`src/rtl/seg7_scan_ctrl_if.sv`:
```
// Host/pin-side bundle for the 7-segment scan controller.
// Ports: en, data and load come from the host. dec_in, dig_sel, frame_end and upd_done
//        go to the pins and the host.
interface seg7_scan_ctrl_if #(
  parameter int DIGITS = 4
);
  logic                  en;
  logic [4*DIGITS-1:0]   data;
  logic                  load;
  logic [3:0]            dec_in;
  logic [DIGITS-1:0]     dig_sel;
  logic                  frame_end;
  logic                  upd_done;

  // master: host side (drives digits and control, observes display outputs)
  modport master (
    output en, data, load,
    input  dec_in, dig_sel, frame_end, upd_done
  );

  // slave: the scan controller itself
  modport slave (
    input  en, data, load,
    output dec_in, dig_sel, frame_end, upd_done
  );
endinterface

```
`src/rtl/seg7_scan_ctrl.sv`:
```
// Time-multiplexed 7-segment scan controller with frame-synchronous double-buffered load.
// Ports: clk, rst (sync, active-high), and bus (slave modport: en/data/load in,
//        dec_in/dig_sel/frame_end/upd_done out; every output is registered).
// Optional: define SEG7_SCAN_LZB_EN to enable leading-zero blanking (digit 0 is never blanked).
module seg7_scan_ctrl #(
  parameter int DIGITS       = 4,
  parameter int PRESCALE     = 1000,
  parameter int BLANK_CYCLES = 16
) (
  input  logic              clk,
  input  logic              rst,
  seg7_scan_ctrl_if.slave   bus
);

  localparam int CNT_W  = (PRESCALE > 1) ? $clog2(PRESCALE) : 1;
  localparam int SLOT_W = (DIGITS > 1) ? $clog2(DIGITS) : 1;

  localparam logic [CNT_W-1:0]  CNT_LAST  = CNT_W'(PRESCALE - 1);
  localparam logic [CNT_W-1:0]  CNT_BLANK = CNT_W'(BLANK_CYCLES);
  localparam logic [SLOT_W-1:0] SLOT_LAST = SLOT_W'(DIGITS - 1);
  localparam logic [DIGITS-1:0] SEL_ONE   = DIGITS'(1);

  typedef enum logic {PH_BLANK, PH_DRIVE} phase_t;

  phase_t                phase_q, phase_n;
  logic [CNT_W-1:0]      cnt_q, cnt_n;
  logic [SLOT_W-1:0]     slot_q, slot_n;
  logic [4*DIGITS-1:0]   shadow_q, shadow_n;
  logic [4*DIGITS-1:0]   pending_q, pending_n;
  logic                  pend_flag_q, pend_flag_n;

  logic [3:0]            dec_in_q, dec_in_n;
  logic [DIGITS-1:0]     dig_sel_q, dig_sel_n;
  logic                  frame_end_q, frame_end_n;
  logic                  upd_done_q, upd_done_n;
  logic                  blank_digit;

  // ---------------------------------------------------------------------------
  // Slot counters. Disabling the scan parks it at cycle 0 of slot 0 so that
  // re-enabling restarts a clean frame.
  // ---------------------------------------------------------------------------
  always_comb begin
    cnt_n  = cnt_q;
    slot_n = slot_q;
    if (!bus.en) begin
      cnt_n  = '0;
      slot_n = '0;
    end else if (cnt_q == CNT_LAST) begin
      cnt_n  = '0;
      slot_n = (slot_q == SLOT_LAST) ? '0 : slot_q + SLOT_W'(1);
    end else begin
      cnt_n = cnt_q + CNT_W'(1);
    end
  end

  // ---------------------------------------------------------------------------
  // Load path. frame_end_q marks the current cycle as the frame boundary, so the
  // shadow only ever changes on the edge that starts a new frame. A load landing
  // exactly on the boundary skips the pending buffer.
  // ---------------------------------------------------------------------------
  always_comb begin
    shadow_n    = shadow_q;
    pending_n   = pending_q;
    pend_flag_n = pend_flag_q;
    upd_done_n  = 1'b0;
    if (frame_end_q) begin
      if (bus.load) begin
        shadow_n    = bus.data;
        pend_flag_n = 1'b0;
        upd_done_n  = 1'b1;
      end else if (pend_flag_q) begin
        shadow_n    = pending_q;
        pend_flag_n = 1'b0;
        upd_done_n  = 1'b1;
      end
    end else if (bus.load) begin
      pending_n   = bus.data;
      pend_flag_n = 1'b1;
    end
  end

  // ---------------------------------------------------------------------------
  // Per-slot phase FSM: state register / next state / outputs.
  // The next phase tracks cnt_n so the registered outputs line up with the
  // counter value of the cycle they are shown in.
  // ---------------------------------------------------------------------------
  always_ff @(posedge clk) begin
    if (rst) phase_q <= PH_BLANK;
    else     phase_q <= phase_n;
  end

  always_comb begin
    phase_n = phase_q;
    if (!bus.en) begin
      phase_n = PH_BLANK;
    end else begin
      case (phase_q)
        PH_BLANK: if (cnt_n >= CNT_BLANK) phase_n = PH_DRIVE;
        PH_DRIVE: if (cnt_n <  CNT_BLANK) phase_n = PH_BLANK;
        default:  phase_n = PH_BLANK;
      endcase
    end
  end

`ifdef SEG7_SCAN_LZB_EN
  // lead_zero[k] is set when digits k..DIGITS-1 of the next shadow value are all zero.
  logic [DIGITS-1:0] lead_zero;
  logic              zero_run;
  always_comb begin
    lead_zero = '0;
    zero_run  = 1'b1;
    for (int k = DIGITS - 1; k >= 0; k--) begin
      zero_run     = zero_run && (shadow_n[4*k +: 4] == 4'd0);
      lead_zero[k] = zero_run;
    end
  end
  assign blank_digit = (slot_n != '0) && lead_zero[slot_n];
`else
  assign blank_digit = 1'b0;
`endif

  always_comb begin
    // Decoder input is presented during blanking too, so segments settle before the enable.
    dec_in_n    = shadow_n[{slot_n, 2'b00} +: 4];
    dig_sel_n   = '0;
    if (phase_n == PH_DRIVE && !blank_digit) begin
      dig_sel_n = SEL_ONE << slot_n;
    end
    frame_end_n = bus.en && (cnt_n == CNT_LAST) && (slot_n == SLOT_LAST);
  end

  // ---------------------------------------------------------------------------
  // Datapath and output registers
  // ---------------------------------------------------------------------------
  always_ff @(posedge clk) begin
    if (rst) begin
      cnt_q       <= '0;
      slot_q      <= '0;
      shadow_q    <= '0;
      pending_q   <= '0;
      pend_flag_q <= 1'b0;
      dec_in_q    <= '0;
      dig_sel_q   <= '0;
      frame_end_q <= 1'b0;
      upd_done_q  <= 1'b0;
    end else begin
      cnt_q       <= cnt_n;
      slot_q      <= slot_n;
      shadow_q    <= shadow_n;
      pending_q   <= pending_n;
      pend_flag_q <= pend_flag_n;
      dec_in_q    <= dec_in_n;
      dig_sel_q   <= dig_sel_n;
      frame_end_q <= frame_end_n;
      upd_done_q  <= upd_done_n;
    end
  end

  assign bus.dec_in    = dec_in_q;
  assign bus.dig_sel   = dig_sel_q;
  assign bus.frame_end = frame_end_q;
  assign bus.upd_done  = upd_done_q;

endmodule

```
`src/flat_wrapper.sv`:
```
// flat-port wrapper written by rule: the top's interface ports become plain ports
module seg7_scan_ctrl_flat 
#(
  parameter int DIGITS       = 4,
  parameter int PRESCALE     = 1000,
  parameter int BLANK_CYCLES = 16
)
  (clk, rst, bus_en, bus_data, bus_load, bus_dec_in, bus_dig_sel, bus_frame_end, bus_upd_done);
  seg7_scan_ctrl_if #(.DIGITS(DIGITS)) bus_i ();
  input  logic clk;
  input  logic rst;
  input wire logic [$bits(bus_i.en)-1:0] bus_en;
  input wire logic [$bits(bus_i.data)-1:0] bus_data;
  input wire logic [$bits(bus_i.load)-1:0] bus_load;
  output wire logic [$bits(bus_i.dec_in)-1:0] bus_dec_in;
  output wire logic [$bits(bus_i.dig_sel)-1:0] bus_dig_sel;
  output wire logic [$bits(bus_i.frame_end)-1:0] bus_frame_end;
  output wire logic [$bits(bus_i.upd_done)-1:0] bus_upd_done;
  assign bus_i.en = bus_en;
  assign bus_i.data = bus_data;
  assign bus_i.load = bus_load;
  assign bus_dec_in = bus_i.dec_in;
  assign bus_dig_sel = bus_i.dig_sel;
  assign bus_frame_end = bus_i.frame_end;
  assign bus_upd_done = bus_i.upd_done;
  seg7_scan_ctrl #(.DIGITS(DIGITS), .PRESCALE(PRESCALE), .BLANK_CYCLES(BLANK_CYCLES)) u_core (.clk(clk), .rst(rst), .bus(bus_i));
endmodule
```
`config.mk`:
```
export PLATFORM = sky130hd
export DESIGN_NAME = seg7_scan_ctrl_flat
export DESIGN_NICKNAME = d
export VERILOG_FILES = /design/src/rtl/seg7_scan_ctrl_if.sv /design/src/rtl/seg7_scan_ctrl.sv /design/src/flat_wrapper.sv
export SDC_FILE = /design/constraint.sdc
export NUM_CORES = 1
export LEC_CHECK = 0
export BUFFER_PORTS_ARGS = -buffer_cell sky130_fd_sc_hd__buf_2
export CAP_MARGIN = 5
export CORE_MARGIN = 5
export CORE_UTILIZATION = 61
export CTS_CLUSTER_DIAMETER = 50
export DETAILED_ROUTE_END_ITERATION = 6
export PLACE_DENSITY = 0.85
export SYNTH_ARGS = -nofsm -noshare
export SYNTH_HDL_FRONTEND = slang
export SYNTH_SLANG_ARGS = --single-unit
export TNS_END_PERCENT = 20
```
`constraint.sdc`:
```
create_clock -name clk -period 5.4 [get_ports clk]
set_input_delay 0.27 -clock clk [delete_from_list [all_inputs] [get_ports clk]]
set_output_delay 0.27 -clock clk [all_outputs]
set_load 0.1 [all_outputs]
```
==> run_summary.xml <==
<?xml version="1.0" encoding="UTF-8"?>
<metrics>
  <group name="status">
    <metric name="outcome" unit="">complete, no violations</metric>
  </group>
  <group name="sta">
    <metric name="fin_max_slew_vios" unit="">0</metric>
    <metric name="tightestPinTransition" unit="ps">1081</metric>
    <metric name="final_cycle_share" unit="">0.4903</metric>
    <metric name="totalNegativeSetupSlack" unit="ps">0</metric>
    <metric name="finalHoldViolCount" unit="">0</metric>
    <metric name="unrepaired_setup_endpoints_after_global_routing" unit="">no</metric>
    <metric name="setup_ws" unit="ps">2752</metric>
    <metric name="timing.final.setup_violations" unit="">0</metric>
    <metric name="whs" unit="ps">206.5</metric>
    <metric name="period_needed" unit="ps">2648</metric>
    <metric name="clock.fmax" unit="MHz">377.7</metric>
    <metric name="finalClockSkew" unit="ps">6.881</metric>
    <metric name="slew_headroom" unit="">0.2765</metric>
  </group>
  <group name="yosys">
    <metric name="synth_area_in_xor_xnor" unit="">0.02800</metric>
    <metric name="synth-async-reset-ratio" unit="">0</metric>
    <metric name="synth-simple-area-share" unit="">0.2500</metric>
    <metric name="syn_nets" unit="">318</metric>
    <metric name="synth_enable_flop_cells" unit="">0</metric>
    <metric name="synth_warnings" unit="">0</metric>
    <metric name="synthesis.area_per_instance" unit="um^2">8.454</metric>
    <metric name="synth_cells" unit="">296</metric>
    <metric name="synth_top_family_by_area" unit="">simple AND/OR/NAND/NOR gates</metric>
    <metric name="synth_cell_area" unit="mm^2">0.002502</metric>
    <metric name="synth_cell_types" unit="">42</metric>
    <metric name="yosysTopAreaCellShare" unit="">0.4400</metric>
    <metric name="yosys.cell_count.top_type" unit="">sky130_fd_sc_hd__dfxtp_1</metric>
    <metric name="synthMuxAreaShare" unit="">0.04300</metric>
    <metric name="synth_compound_gate_area_share" unit="">0.1650</metric>
    <metric name="synth_top_cells_by_area" unit="">sky130_fd_sc_hd__dfxtp_1, sky130_fd_sc_hd__nand2_1, sky130_fd_sc_hd__a21oi_1, sky130_fd_sc_hd__nor2_1, sky130_fd_sc_hd__a221oi_1</metric>
    <metric name="synth_sequential_area_ratio" unit="">0.4400</metric>
    <metric name="ys_top_cells_by_count" unit="">sky130_fd_sc_hd__dfxtp_1, sky130_fd_sc_hd__nand2_1, sky130_fd_sc_hd__a21oi_1</metric>
    <metric name="synth_ff_type" unit="">sky130_fd_sc_hd__dfxtp_1</metric>
    <metric name="ys_ff_latch" unit="">55</metric>
    <metric name="synth_area_leader_cell" unit="">sky130_fd_sc_hd__dfxtp_1</metric>
    <metric name="synth_fa_ha_area_frac" unit="">0.01000</metric>
  </group>
  <group name="layout">
    <metric name="synthToLayoutAreaGrowth" unit="%">8.100</metric>
    <metric name="drive_above_1_share" unit="">0.1592</metric>
    <metric name="finalNetCount" unit="">335</metric>
    <metric name="antenna_cells" unit="">0</metric>
  </group>
  <group name="clock_network">
    <metric name="cts.repair_timing.setup_buffer_count" unit="">0</metric>
    <metric name="clock_latency" unit="ps">300</metric>
    <metric name="cts_tree" unit="">built</metric>
    <metric name="max-clock-path-buffers" unit="">2</metric>
    <metric name="clkTransAtPathRegs" unit="ps">90</metric>
    <metric name="cts_resized" unit="">0</metric>
    <metric name="post_cts_hold_buffer_count" unit="">0</metric>
    <metric name="ctsHtreeMaxLevel" unit="">2</metric>
    <metric name="numCtsBuffers" unit="">5</metric>
    <metric name="cts.sinks" unit="">55</metric>
    <metric name="clockRootBuffer" unit="">sky130_fd_sc_hd__clkbuf_8</metric>
  </group>
  <group name="die">
    <metric name="core_area" unit="mm^2">0.004000</metric>
    <metric name="initial_utilization" unit="">0.6256</metric>
    <metric name="design.die.area" unit="mm^2">0.005483</metric>
    <metric name="std_cell_rows" unit="">23</metric>
    <metric name="width_of_the_die" unit="um">74.05</metric>
    <metric name="die_height" unit="um">74.05</metric>
    <metric name="boundaryPins" unit="">30</metric>
  </group>
  <group name="grt">
    <metric name="gr-total-overflow" unit="">0</metric>
    <metric name="track_usage" unit="">0.2029</metric>
    <metric name="via_count_of_the_first_global_routing_pass" unit="">1901</metric>
    <metric name="pin_count_of_the_biggest_net_entering_global_routing" unit="">38</metric>
    <metric name="grt_pass1_wl" unit="um">8638</metric>
    <metric name="grt_antenna_before_repair" unit="">0</metric>
  </group>
  <group name="route">
    <metric name="drtIter0Drc" unit="">246</metric>
    <metric name="num_vias" unit="">2111</metric>
    <metric name="number_of_detailed_routing_iterations_run_before_antenna_repair" unit="">4</metric>
    <metric name="detail_route.wl_per_cell" unit="um">14.25</metric>
    <metric name="antenna_violating_nets_post_route" unit="">0</metric>
    <metric name="drt-vias-per-instance" unit="">5.799</metric>
    <metric name="drc" unit="">0</metric>
    <metric name="wirelength" unit="um">5187</metric>
  </group>
  <group name="setup_path">
    <metric name="timing.critical_path.from_type" unit="">flop</metric>
    <metric name="arrival" unit="ps">2880</metric>
    <metric name="crit_chain" unit="">inv_1 -&gt; nor2_1 -&gt; a221oi_1 -&gt; mux2_2 -&gt; o22ai_1</metric>
    <metric name="crit_slowest_cell" unit="">sky130_fd_sc_hd__dfxtp_1</metric>
    <metric name="crit_fanout" unit="">25</metric>
    <metric name="timing.critical_path.to_type" unit="">flop</metric>
    <metric name="cp_slowest_stage_delay" unit="ps">850</metric>
    <metric name="setup.worst_path.class" unit="">flop to flop</metric>
    <metric name="required" unit="ps">5640</metric>
  </group>
  <group name="place">
    <metric name="post-place-ws" unit="ps">2767</metric>
    <metric name="post-dp-hpwl" unit="um">3624</metric>
    <metric name="place.port_buffers" unit="">29</metric>
    <metric name="routabilityCongestion" unit="">0.8474</metric>
  </group>
  <group name="worst_hold_path">
    <metric name="worst_hold_path_type" unit="">input port to flop</metric>
  </group>
  <group name="power">
    <metric name="total_leakage_power" unit="nW">1.045</metric>
    <metric name="worst_ir_drop_vdd" unit="V">0.0002344</metric>
    <metric name="powerDensity" unit="mW/mm^2">284.3</metric>
  </group>
  <group name="run">
    <metric name="maxCapViolations" unit="">0</metric>
  </group>
</metrics>
logic make-up (layout without fill, tap and decap cells):
kind of cell / Yosys count / in the layout
simple gates: 129 / 129
compound gates: 68 / 68
xor+xnor: 8 / 8
mux: 10 / 10
buf+inv: 24 / 42
flops: 55 / 55
fa+ha+maj: 2 / 2
final timing paths:
kind                        startpoint              endpoint  slack [ps]  cells after the start
hold / removal             bus_data[3]   u_core.pending_q[3]         210                      3
hold reg to reg    u_core.pending_q[9]   u_core.pending_q[9]         460                      2
setup / recovery  u_core.bus.frame_end  u_core.bus.dec_in[3]        2750                      5
setup reg to reg  u_core.bus.frame_end  u_core.bus.dec_in[3]        2750                      5
critical path: cells and delay by family (launching register included):
kind,cells,cell delay (ps)
DFF,1,850
AOI/OAI and AO/OA,2,370
muxes,1,320
and+or+nand+nor,1,610
buffers and inverters,1,420
placed cells by master (no fill, tap or decap), types with 2 or more instances in the layout:
| cell | n |
|---|---|
| sky130_fd_sc_hd__dfxtp_1 | 55 |
| sky130_fd_sc_hd__nand2_1 | 45 |
| sky130_fd_sc_hd__a21oi_1 | 33 |
| sky130_fd_sc_hd__nor2_1 | 32 |
| sky130_fd_sc_hd__buf_2 | 29 |
| sky130_fd_sc_hd__nand3_1 | 14 |
| sky130_fd_sc_hd__o22ai_1 | 13 |
| sky130_fd_sc_hd__nand2b_1 | 11 |
| sky130_fd_sc_hd__a221oi_1 | 10 |
| sky130_fd_sc_hd__nor2b_1 | 6 |
| sky130_fd_sc_hd__o21ai_0 | 6 |
| sky130_fd_sc_hd__xnor2_1 | 5 |
| sky130_fd_sc_hd__mux2_2 | 5 |
| sky130_fd_sc_hd__clkbuf_8 | 5 |
| sky130_fd_sc_hd__mux2i_1 | 4 |
| sky130_fd_sc_hd__inv_1 | 3 |
| sky130_fd_sc_hd__nand3b_1 | 3 |
| sky130_fd_sc_hd__or2_2 | 3 |
| sky130_fd_sc_hd__xor2_1 | 3 |
| sky130_fd_sc_hd__nor3b_1 | 3 |
| sky130_fd_sc_hd__nand4_1 | 2 |
| sky130_fd_sc_hd__a32oi_1 | 2 |
| sky130_fd_sc_hd__o21bai_1 | 2 |
| sky130_fd_sc_hd__ha_1 | 2 |
| sky130_fd_sc_hd__bufinv_16 | 2 |
stage by stage:
stage	total power, mW	utilization	instance area (um^2)	instances
after floorplan	0.4514	-	2502	296
after global placement	0.4659	0.6431	2572	356
after detailed placement	0.4668	0.6431	2572	356
after CTS	0.7731	0.6763	2705	364
after global routing	0.7997	0.6763	2705	364
final	0.7690	0.6763	2705	364
area by class of cell:
type,count,area (um^2)
clock buffers,6,72.57
clock inverters,2,60.06
fillers,320,1295
inverters,4,15.01
multi-input cells,217,1241
flip-flops and latches,55,1101
well taps,50,62.56
repair buffers,30,152.6
state kept, by name, indices dropped and copies added (netlist names):
name and flops:
u_core.bus.dec_in 4, u_core.bus.dig_sel 4, u_core.bus.frame_end 1, u_core.bus.upd_done 1
u_core.cnt_q 10, u_core.pend_flag_q 1, u_core.pending_q 16, u_core.shadow_q 16
u_core.slot_q 2
layer usage:
| layer | global-route usage | part of all wire | up-vias |
|---|---|---|---|
| met5 | 0 | 0 | - |
| met4 | 0.07042 | 0.016 | 0 |
| met3 | 0.05405 | 0.049 | 9 |
| met2 | 0.3356 | 0.49 | 44 |
| met1 | 0.2559 | 0.44 | 994 |
| li1 | - | - | 1064 |
power breakdown:
group	internal [mW]	leakage, nW	switching (mW)
sequential	0.413	0.447	0.00786
combinational	0.0144	0.533	0.0221
clock	0.185	0.0654	0.126
Power figures use the tool's default switching activity.
